### config.mk
export PLATFORM = sky130hd
export DESIGN_NAME = shift_pipe
export DESIGN_NICKNAME = d
export VERILOG_FILES = /design/src/rtl/shift_pipe.sv
export SDC_FILE = /design/constraint.sdc
export NUM_CORES = 1
export LEC_CHECK = 0
export ABC_AREA = 1
export CORE_ASPECT_RATIO = 1.25
export CORE_UTILIZATION = 54
export CTS_CLUSTER_DIAMETER = 150
export DETAILED_ROUTE_END_ITERATION = 16
export PLACE_DENSITY_LB_ADDON = 0.1
export SETUP_SLACK_MARGIN = 0.3
export SYNTH_ARGS = -nofsm -noshare
export SYNTH_HDL_FRONTEND = slang
export SYNTH_SLANG_ARGS = --single-unit
### constraint.sdc
create_clock -name clk -period 1.2 [get_ports clk]
set_clock_uncertainty 0.15 [all_clocks]
set_input_delay 0.24 -clock clk [delete_from_list [all_inputs] [get_ports clk]]
set_output_delay 0.24 -clock clk [all_outputs]
set_load 0.01 [all_outputs]
### src/rtl/shift_pipe.sv
// Pipelined barrel shifter: one registered stage per shift-amount bit, with a
// valid/ready handshake, bubble collapsing and a tag carried alongside each op.
module shift_pipe #(
  parameter int WIDTH = 32,
  parameter int TAG_W = 4
) (
  input  logic                     clk,
  input  logic                     rst_n,
  input  logic                     in_valid,
  output logic                     in_ready,
  input  logic [WIDTH-1:0]         in_data,
  input  logic [$clog2(WIDTH)-1:0] in_shamt,
  input  logic [1:0]               in_op,
  input  logic [TAG_W-1:0]         in_tag,
  output logic                     out_valid,
  input  logic                     out_ready,
  output logic [WIDTH-1:0]         out_data,
  output logic [TAG_W-1:0]         out_tag
);

  localparam int SHW = $clog2(WIDTH);

  typedef enum logic [1:0] {
    OP_SRL = 2'b00,
    OP_SRA = 2'b01,
    OP_SLL = 2'b10,
    OP_ROR = 2'b11
  } op_e;

  logic [SHW-1:0]   valid_q, valid_d;
  logic [WIDTH-1:0] data_q  [SHW];
  logic [WIDTH-1:0] data_d  [SHW];
  logic [SHW-1:0]   shamt_q [SHW];
  logic [SHW-1:0]   shamt_d [SHW];
  logic [1:0]       op_q    [SHW];
  logic [1:0]       op_d    [SHW];
  logic [SHW-1:0]   sign_q, sign_d;
  logic [TAG_W-1:0] tag_q   [SHW];
  logic [TAG_W-1:0] tag_d   [SHW];

  logic [SHW-1:0]   adv_s;
  logic [SHW-1:0]   src_valid_s;
  logic [SHW-1:0]   src_sign_s;
  logic [WIDTH-1:0] src_data_s  [SHW];
  logic [SHW-1:0]   src_shamt_s [SHW];
  logic [1:0]       src_op_s    [SHW];
  logic [TAG_W-1:0] src_tag_s   [SHW];

  // Fixed-distance shift for one stage; sign is the operand's original MSB.
  function automatic logic [WIDTH-1:0] stage_shift(
    input logic [WIDTH-1:0] d,
    input logic [1:0]       op,
    input logic             sign,
    input int unsigned      amt
  );
    logic [WIDTH-1:0] fill_mask;
    logic [WIDTH-1:0] r;
    fill_mask = ~({WIDTH{1'b1}} >> amt);
    case (op)
      OP_SRL:  r = d >> amt;
      OP_SRA:  r = (d >> amt) | (sign ? fill_mask : {WIDTH{1'b0}});
      OP_SLL:  r = d << amt;
      OP_ROR:  r = (d >> amt) | (d << (WIDTH - amt));
      default: r = d;
    endcase
    return r;
  endfunction

  // Ready chain from the output back to the input; each stage may advance if
  // it is empty or everything downstream of it can move.
  always_comb begin
    logic nxt;
    nxt = out_ready | ~valid_q[SHW-1];
    adv_s[SHW-1] = nxt;
    for (int k = SHW - 2; k >= 0; k--) begin
      nxt = ~valid_q[k] | nxt;
      adv_s[k] = nxt;
    end
  end

  assign in_ready = adv_s[0];

  // Upstream source for every stage: the input port for stage 0.
  always_comb begin
    src_valid_s[0] = in_valid;
    src_data_s[0]  = in_data;
    src_shamt_s[0] = in_shamt;
    src_op_s[0]    = in_op;
    src_sign_s[0]  = in_data[WIDTH-1];
    src_tag_s[0]   = in_tag;
    for (int k = 1; k < SHW; k++) begin
      src_valid_s[k] = valid_q[k-1];
      src_data_s[k]  = data_q[k-1];
      src_shamt_s[k] = shamt_q[k-1];
      src_op_s[k]    = op_q[k-1];
      src_sign_s[k]  = sign_q[k-1];
      src_tag_s[k]   = tag_q[k-1];
    end
  end

  // Stage next-state: load from upstream on advance, otherwise hold.
  always_comb begin
    valid_d = valid_q;
    sign_d  = sign_q;
    data_d  = data_q;
    shamt_d = shamt_q;
    op_d    = op_q;
    tag_d   = tag_q;
    for (int k = 0; k < SHW; k++) begin
      if (adv_s[k]) begin
        valid_d[k] = src_valid_s[k];
        if (src_valid_s[k]) begin
          data_d[k]  = src_shamt_s[k][k]
                       ? stage_shift(src_data_s[k], src_op_s[k], src_sign_s[k], 32'd1 << k)
                       : src_data_s[k];
          shamt_d[k] = src_shamt_s[k];
          op_d[k]    = src_op_s[k];
          sign_d[k]  = src_sign_s[k];
          tag_d[k]   = src_tag_s[k];
        end else begin
          data_d[k]  = data_q[k];
          shamt_d[k] = shamt_q[k];
          op_d[k]    = op_q[k];
          sign_d[k]  = sign_q[k];
          tag_d[k]   = tag_q[k];
        end
      end else begin
        valid_d[k] = valid_q[k];
      end
    end
  end

  // Stage registers; reset clears every valid bit and the output fields.
  always_ff @(posedge clk or negedge rst_n) begin
    if (!rst_n) begin
      valid_q <= {SHW{1'b0}};
      sign_q  <= {SHW{1'b0}};
      for (int k = 0; k < SHW; k++) begin
        data_q[k]  <= {WIDTH{1'b0}};
        shamt_q[k] <= {SHW{1'b0}};
        op_q[k]    <= 2'b00;
        tag_q[k]   <= {TAG_W{1'b0}};
      end
    end else begin
      valid_q <= valid_d;
      sign_q  <= sign_d;
      for (int k = 0; k < SHW; k++) begin
        data_q[k]  <= data_d[k];
        shamt_q[k] <= shamt_d[k];
        op_q[k]    <= op_d[k];
        tag_q[k]   <= tag_d[k];
      end
    end
  end

  assign out_valid = valid_q[SHW-1];
  assign out_data  = data_q[SHW-1];
  assign out_tag   = tag_q[SHW-1];

endmodule

* Word-level counts from Yosys, hierarchy flattened
Cells that the tools add are included.
** Cells by class
- Muxes and demuxes :: 15
- Reductions and logical operators :: 10
- Eq/ne operators :: 15
- Bitwise logic cells :: 20
** Operator list (number)
- $pmux W32 S4 :: 5
- $mux W32 :: 10
- $or A16 B32 Y32 :: 2
- $or A24 B32 Y32 :: 2
- $or A28 B32 Y32 :: 2
- $or A30 B32 Y32 :: 2
- $or A31 B32 Y32 :: 2
- $eq A2 B2 Y1 const B :: 10
- $eq A2 B1 Y1 const B :: 5
- $logic_not A2 Y1 :: 5
- $reduce_and A2 Y1 :: 5
- $not A1 Y1 :: 5
- $or A1 B1 Y1 :: 5
** Storage, ports and cells
- Output and inout bits :: 38
- Bits in registers :: 217

* Longest topological paths before layout
Gate-level depths: netlist (run 1).
- Depth after elaboration :: 7
- Mapped depth :: 9

* Worst setup path after synthesis (run 1)
OpenSTA, ideal clock, no wires.
- Kind :: reg-to-reg
- Start point :: register valid_q[4]
- End point :: register shamt_q[17] in the netlist's numbering
- Data arrival time :: 1.105 ns
- Setup time :: 0.132 ns
- Stages on the path, launching flop included :: 7
- Buffers on the path :: 1
- Path slack :: -0.186 ns
- Data required time :: 0.918 ns
- Cell sequence :: dfrtp_1 -> nand4_1 -> nor2_1 -> nor2_4 -> clkbuf_1 -> nand2_1 -> o21ai_1
** Between the ends
- Word-level cells in the longest chain between the ends :: 6
** Ends and longest elaborated chain
- start, declared :: RTL line 30 : logic [SHW-1:0] valid_q, valid_d;
- start signal, assigned :: RTL line 136 : valid_q <= {SHW{1'b0}};
- start signal, assigned :: RTL line 145 : valid_q <= valid_d;
- $not A1 Y1 :: RTL line 73 : nxt = out_ready | ~valid_q[SHW-1];
- $or A1 B1 Y1 :: RTL line 73
- $or A1 B1 Y1 (3 in series) :: RTL line 76 : nxt = ~valid_q[k] | nxt;
- $reduce_and A2 Y1 (no line)
- end signal, assigned by index :: RTL line 140 : shamt_q[k] <= {SHW{1'b0}};
- end signal, assigned by index :: RTL line 149 : shamt_q[k] <= shamt_d[k];
- end, declared :: RTL line 33 : logic [SHW-1:0] shamt_q [SHW];
No other way between the ends.
A chain may end at the register's enable or synchronous reset.

* Worst setup path in the final report (run 1)
- Start point :: register valid_q[4]
- End point :: register sign_q[1]
** Between the ends
- Word-level cells in the longest chain between the ends :: 6
** Ends and longest elaborated chain
- $not A1 Y1 :: RTL line 73
- $or A1 B1 Y1 :: RTL line 73
- $or A1 B1 Y1 (3 in series) :: RTL line 76
- $reduce_and A2 Y1 (no line)
- end signal, assigned :: RTL line 137 : sign_q <= {SHW{1'b0}};
- end signal, assigned :: RTL line 146 : sign_q <= sign_d;
- end, declared :: RTL line 37 : logic [SHW-1:0] sign_q, sign_d;
No other way between the ends.

==> results of run 1 <==
final timing paths:
| kind | startpoint | endpoint | slack, ns |
|---|---|---|---|
| max | valid_q[4]$_DFFE_PN0P_ | sign_q[1]$_DFFE_PN0P_ | -0.64 |
| max reg2reg | valid_q[4]$_DFFE_PN0P_ | sign_q[1]$_DFFE_PN0P_ | -0.64 |
| min | rst_n | out_data[20]$_DFFE_PN0P_ | 0.02 |
| min reg2reg | out_data[14]$_DFFE_PN0P_ | out_data[14]$_DFFE_PN0P_ | 0.31 |
| max in group asynchronous | rst_n | data_q[41]$_DFFE_PN0P_ | 0.38 |
| min in group clk | in_tag[1] | src_tag_s[13]$_DFFE_PN0P_ | 0.16 |
layout make-up:
type	count	area, sq um
tap	274	343
multi-input combinational	1171	5810
clock buffer	29	566
clock inverter	3	15.0
inverter	183	724
sequential	207	5180
fill	1636	5150
timing repair buffer	281	3170
sequential cells by signal, summed over array words and instances (netlist names):
signal     cells
valid_q        5
out_data      32
shamt_q       10
src_tag_s     16
op_q           8
sign_q         4
data_q       128
out_tag        4
metal layers:
metal  track usage  up-vias  wire length (microns)
met5             0        -                      0
met4         0.139        0                   1970
met3        0.0272      120                   1210
met2         0.578      328                  19100
met1         0.310     5335                  12200
li1              -     5599                      -
worst max-delay path, delay by kind of cell, from the launching register on:
family                 cells  cell delay [ns]
flip-flops                 1             0.38
buffers and inverters      5             0.70
AO/OA/AOI/OAI              1             0.09
AND/OR/NAND/NOR            4             0.38
through the flow:
step / total power [mW] / hold slack [ns] / cell area, sq um / instances / worst slack, ns
after global routing: 33.8 / 0.0237 / 15800 / 2148 / -0.677
after global placement: 22.3 / -0.0442 / 13300 / 2033 / -0.733
after detailed placement: 22.5 / -0.0448 / 13300 / 2033 / -0.784
after CTS: 30.0 / 0.00815 / 14800 / 2117 / -0.553
final: 31.9 / 0.0161 / 15800 / 2148 / -0.638
after floorplan: 18.5 / -0.206 / 11800 / 1695 / -0.164
what timing repair did:
item,CTS,global route
hold endpoints to repair,207,0
resized for setup,249,200
buffers inserted,33,19
setup endpoints to repair,245,245
cloned,18,12
hold buffers,1,0
pin swaps,7,46
cells in the mapped netlist:
cell / n / area [sq um]
nand2_2: 2 / 12.5
buf_2: 40 / 200
inv_2: 8 / 30.0
buf_1: 9 / 33.8
nand2_1: 709 / 2660
nand4_1: 1 / 6.26
clkbuf_2: 1 / 5.00
inv_1: 175 / 657
a21oi_1: 84 / 420
o21ai_1: 17 / 85.1
dfrtp_1: 207 / 5180
nor2_4: 3 / 33.8
nand3_2: 1 / 10.0
o22ai_1: 15 / 93.8
nor2_1: 42 / 158
o21ai_0: 95 / 475
nand3_1: 197 / 986
clkbuf_1: 39 / 146
buf_6: 5 / 56.3
a31oi_4: 1 / 21.3
nand3_4: 1 / 17.5
buf_4: 41 / 308
nand2_4: 2 / 22.5
cells by family after synthesis:
kind of cell | Yosys count | synth area share
compound gates | 212 | 0.0943
buf+inv | 318 | 0.124
flops | 207 | 0.446
simple gates | 958 | 0.336
report_power, final:
part / internal [mW] / switching (mW)
Clock: 3.26 / 2.60
Combinational: 6.69 / 7.99
Sequential: 9.38 / 1.99
==> results.md, run 1 <==
- The run finished, with violations left.
- The checks that failed: setup timing.
- The first global-routing pass estimated around 53000 microns of wire.
- The maximum level of the CTS H-tree is 1.
- The total number of placement rows is 59.
- The post-synthesis instance area is 11600 sq um.
- Using the TritonRoute via totals, the vias-per-cell ratio works out to 5.30.
- Entering global routing, the biggest net connects 53 pins.
- For this run, the top clock speed supported by timing is around 0.54 GHz.
- The most common cell after layout, fill and taps aside is nand2_1.
- Of the synthesized area, sequential elements account for 0.446.
- Along the worst path, the maximum fanout reaches 7.
- The biggest cell delay along the critical path is 0.38 ns.
- The distinct cell type count after synthesis is 23.
- The number of buffers added on ports is 84.
- The slew at the pin closest to its max-slew limit is between 0.5 and 0.6 ns.
- The number of violations reported at the end of detailed-routing iteration 0 is 686.
- The region available for standard cell placement spans 21000 sq um.
- The final cell utilization of the core is 0.754.
- The count of mapped cells out of synthesis is 1695.
- For the worst flop-to-flop path, the logic depth is 10.
- The final weighted congestion in routability-driven placement is 0.879.
- TritonCTS built the clock tree.
- The die is 133 microns wide.
- Data arrives at the worst endpoint at 2.05 ns.
- The via count of the first global-routing pass came to about 11000.
- The I/O pin total is 85.
- The number of nets in the layout is between 1500 and 2000.
- The total overflow left after global routing is 0.
- The number of setup violations in the final report is between 200 and 250.
- The die covers roughly 22000 sq um.
- Counting flops and latches in the post-synthesis netlist gives 207.
- In the layout the commonest cells are nand2_1 (605), dfrtp_1 (206), nand3_1 (195), inv_1 (174), buf_4 (117).
- The smallest clock period supported by the final layout is computed as 1.84 ns.
- The average cell area after synthesis is roughly 6.9 sq um.
- At the later pin of the worst-skew pair, clock insertion delay measures about 0.49 ns.
- The static leakage power is 8.37 nW.
- The vertical die dimension is 166 microns.
- The root buffer cell is clkbuf_16.
- For this block, the routed nets add up to 34500 microns of wire.
- The sum of negative setup slack is -99.73 ns.
- The number of antenna violations at the first check in global routing came to 0.
- Walking the worst path, the cells encountered are buf_6 > buf_6 > nand4_1 > buf_4 > nor2_4 > nor2_4 > buf_12 > clkbuf_16 > nand2_2 > o21ai_1.
- Clock tree synthesis inserted a total of 21 buffers.
- The global routing usage summed across all routing layers is 0.295.
- The slowest stage of the critical path belongs to the cell dfrtp_1.
- The worst pin sits at a relative slew slack of 0.651.
- The fraction of layout instances using a drive strength above 1 is 0.243.
- The critical path capture point type is a flop.
- The synthesis-to-finish area growth is 36.1%.
- The critical path is of the reg -> reg type.
- No sink is reached through more buffers than the 3 on the longest clock path.
- Across all layers, the routed design uses 11400 vias.
- The post-CTS clock slew at the launch and capture registers of the worst setup and hold paths is 0.06 ns.
- The required arrival time at the worst endpoint is 1.42 ns.
- The antenna diode count is 0.
- The first detailed-routing pass ran for 5 iterations.
- The final hold violation count is 0.
- The min-delay analysis places its worst path in the category in -> async.
- Across all setup checks in the final design, the least slack found is -0.638 ns.
- The clock net sink count is a little over 200.
- The worst setup path is launched from a flop.
- Setup repair after global routing could not meet its margin everywhere.
- Of the available clock period, the critical path in the final layout requires 1.53.
- The worst-case vdd ir drop is 1.63 mV.
- For this configuration, the core starts out at a cell density of 0.554.
- The placed wire-length estimate after detailed placement is 20900 microns.
- The synthesized net count is around 1700.
- The detail route stage leaves a number of antenna-violating nets equal to 0.
- The number of max-slew violations in the final report is 0.
- The number of max-capacitance violations reported is 0.
- The power density over the cells is 2020 nW/um^2.
- For this run, the number of Yosys warnings is 0.
- After detailed routing, the average wire length per cell comes to 16.1 microns.
- The number of design rule violations left after detail routing is 0.
Note: power is estimated with default switching activity, not from simulation.
==> run 2, diff against run 1 <==
CORE_UTILIZATION = 35   (was 54)
PLACE_DENSITY_LB_ADDON = default   (was 0.1)
==> results.md, run 2 (synthesized netlist as in run 1, its figures left out) <==
- STA classifies the critical path endpoint as an output pin.
- The critical path is of the reg -> out type.
- The number of max-slew violations in the final report is 0.
- Detailed routing inserted a total of roughly 11000 vias.
- The origin of the critical flop-to-flop path is valid_q[3]$_DFFE_PN0P_.
- The first-pass GRT wire length is 53400 microns.
- The number of cells on the worst reg-to-reg path is 8.
- The global-route met2 utilization is 0.369.
- CTS placed an instance of clkbuf_16 at the clock tree root.
- Fill cells in the final layout number 3214.
- The met1 usage in global routing is 0.223.
- The I/O pin total is 85.
- Setup repair after global routing could not meet its margin everywhere.
- The time the worst path needs with I/O delays and setup is between 1.5 and 2 ns.
- The number of nets in the layout is 1906.
- The period utilization is 1.45.
- The floorplan step defined a die boundary enclosing about 34000 sq um.
- The number of design rule violations left after detail routing is 0.
- The final cell utilization of the core is 0.481.
- CTS built an H-tree with a depth of 1.
- The switching component of the power is 11.9 mW.
- The worst flop-to-flop path endpoint is data_q[133]$_DFFE_PN0P_.
- The register with the most flip-flops in the final layout is data_q.
- For this configuration, the core starts out at a cell density of 0.356.
- TritonCTS created 23 clock buffers.
- The pin count of the biggest net entering global routing is 51.
- The switching part of the total power is 0.373.
- The sum of negative setup slack is -79.54 ns.
- For this design the ratio of total power to cell area is 2040 nW/um^2.
- At the worst endpoint, the required time is between 0.8 and 0.9 ns.
- The register-to-register path setup slack is -0.48 ns.
- No sink is reached through more buffers than the 3 on the longest clock path.
- The vertical die dimension is 206 microns.
- The number of antenna violations at the first check in global routing is 0.
- The worst hold path belongs to the class in -> async.
- The average via count per standard cell is 4.78.
- The internal power component is roughly 20 mW.
- The placed wire-length estimate after detailed placement is 21000 microns.
- The fraction of layout instances using a drive strength above 1 is 0.192.
- Counting every sink on the clock net gives 207.
- The width of the die is 165 microns.
- Summed over all layers, the routed wires come to ~32000 microns.
- Once detail routing completed, the nets flagged for antenna violations numbered 0.
- Grouping stages by cell kind, the critical path spends the most delay in flip-flops.
- The critical path goes through nand3_2 > nor2_4 > nand3_4 > buf_6.
- The sequential share of power is 0.350.
- The static leakage power is 8.24 nW.
- The run finished, with violations left.
- The library cell used most frequently in the layout, excluding fill and tap cells, is nand2_1.
- TritonCTS built the clock tree.
- Clock-pin slew was measured on the worst setup and hold paths at 0.06 ns.
- The worst-case vdd ir drop is 1.45 mV.
- The biggest cell delay along the critical path is 0.37 ns.
- The worst setup path is launched from a flop.
- The global routing stage identified its most utilized layer as met2.
- The clock share of power is 0.213.
- Tracing the worst setup path back leads to its startpoint at valid_q[3]$_DFFE_PN0P_.
- In this run the number of cells on the critical path is 4.
- Timing analysis after detailed placement gives a worst setup slack of -0.738 ns.
- The cell with the largest stage delay on the worst path is dfrtp_1.
- After detailed routing, the average wire length per cell comes to about 14 microns.
- Once layout is complete, the cells apart from fillers number 2288.
- In this run, the number of DRC markers left after iteration 0 of detailed routing was 629.
- Of all nets on the critical path, the largest fanout is 2.
- The multi-input combinational cells in the finished layout cover a total of 5340 sq um.
- The signal arrival time at the worst endpoint is 1.34 ns.
- The final hold violation count is 0.
- The tool flagged a number of max-cap violations equal to 0.
- Summing internal, switching and leakage power gives 32.0 mW.
- The pre-antenna-repair detailed-routing pass consisted of 5 iterations.
- For the pin with the worst max-slew slack, the measured transition is 0.323 ns.
- The number of buffers added on ports is 84.
- Summed over all layers, the global routing overflow is 0.
- The checks that failed: setup timing.
- The global routing usage summed across all routing layers is 0.192.
- The synthesis-to-finish area growth is 35.2%.
- In this run, placement finished with an instance count of around 2200.
- The post-layout worst setup margin is -0.535 ns.
- Of the total power, combinational logic draws 0.437.
- The register with the most flip-flops in the layout has roughly 130 of them.
- Leaving out fill and tap cells, the most frequent cells in the layout are nand2_1 (681), dfrtp_1 (206), nand3_1 (193), inv_1 (173), buf_4 (106).
- In the global route stage, met3 resource usage came out at 0.0187.
- The area of the placeable core is 32700 sq um.
- Headroom to the max-slew limit came out at 0.783.
- The number of buffers and inverters on the critical path is 1.
- At the later pin of the worst-skew pair, clock insertion delay measures 0.51 ns.
- The via count of the first global-routing pass is 10800.
- The repair_antennas step left the layout with diodes totalling 0.
- At the end of routability-driven placement, the weighted congestion stood at 0.828.
- Following the worst setup path forward leads to its endpoint at in_ready.
- The sequential cell area is 5180 sq um.
- The number of setup violations in the final report is roughly 240.
- The total number of placement rows is 74.
- Derived from the worst setup path, the maximum achievable clock frequency is 0.576 GHz.
## run 2: changes by cell type in the layout (fill, tap and decap cells not counted), sizes merged
| cell | previous run | this run |
|---|---|---|
| buf | 224 | 216 |
| clkbuf | 38 | 31 |
| bufbuf | 2 | 7 |
| clkinv | 3 | 6 |
| bufinv | 0 | 2 |
| clkinvlp | 0 | 2 |
| inv | 183 | 182 |
## run 2: metal layers
layer / wire (microns) / up-vias
li1: - / 5596
met1: 13300 / 5094
met2: 17100 / 199
met3: 931 / 51
met4: 709 / 0
met5: 0 / -
## run 2: worst min path at each step
stage | startpoint | to | slack (ns) | cells after the start
after floorplan | rst_n | data_q[100]$_DFFE_PN0P_ | -0.21 | 0
after global placement | rst_n | shamt_q[9]$_DFFE_PN0P_ | 0.002 | 1
after detailed placement | rst_n | shamt_q[9]$_DFFE_PN0P_ | 0.006 | 1
after CTS | rst_n | shamt_q[9]$_DFFE_PN0P_ | 0.04 | 2
after global routing | rst_n | src_tag_s[3]$_DFFE_PN0P_ | 0.04 | 2
final | rst_n | src_tag_s[3]$_DFFE_PN0P_ | 0.04 | 2
## run 2: worst register-to-register path, stage by stage, from the launching register on
cell and delay, ns:
dfrtp_1 0.37, nand3_2 0.12, nor2_4 0.13, nand3_4 0.09, buf_4 0.15, buf_12 0.14, bufbuf_16 0.28, nand3_1 0.08
nand2_1 0.06
## run 2: repair_timing
action	in CTS	in global routing
endpoints found under the hold margin	207	0
gates resized for setup	256	76
hold buffers	1	0
setup buffers	31	15
cloned	23	4
setup endpoints to repair	245	372
pin swaps	11	11
## run 2: power by group through the flow
stage	Sequential [mW]	Clock (mW)	Combinational, mW
2_1_floorplan	10.7	0	7.90
3_3_place_gp	11.2	0	11.3
3_5_place_dp	11.2	0	11.5
4_1_cts	11.1	7.00	13.1
5_1_grt	11.5	7.25	15.5
6_report	11.2	6.83	14.0
## run 2: per-stage QoR
stage,cell area [sq um],hold WS [ns]
detailed placement,13500,0.00609
global placement,13500,0.00164
global route,15700,0.0381
finish,15700,0.0358
CTS,15300,0.0449
floorplan,11800,-0.206
## run 2: layout make-up
cell class | instances | area share
Multi-Input combinational cell | 1171 | 0.340
Sequential cell | 207 | 0.330
Timing Repair Buffer | 273 | 0.205
Inverter | 183 | 0.0461
Clock buffer | 27 | 0.0395
Tap cell | 418 | 0.0333
Clock inverter | 9 | 0.00661
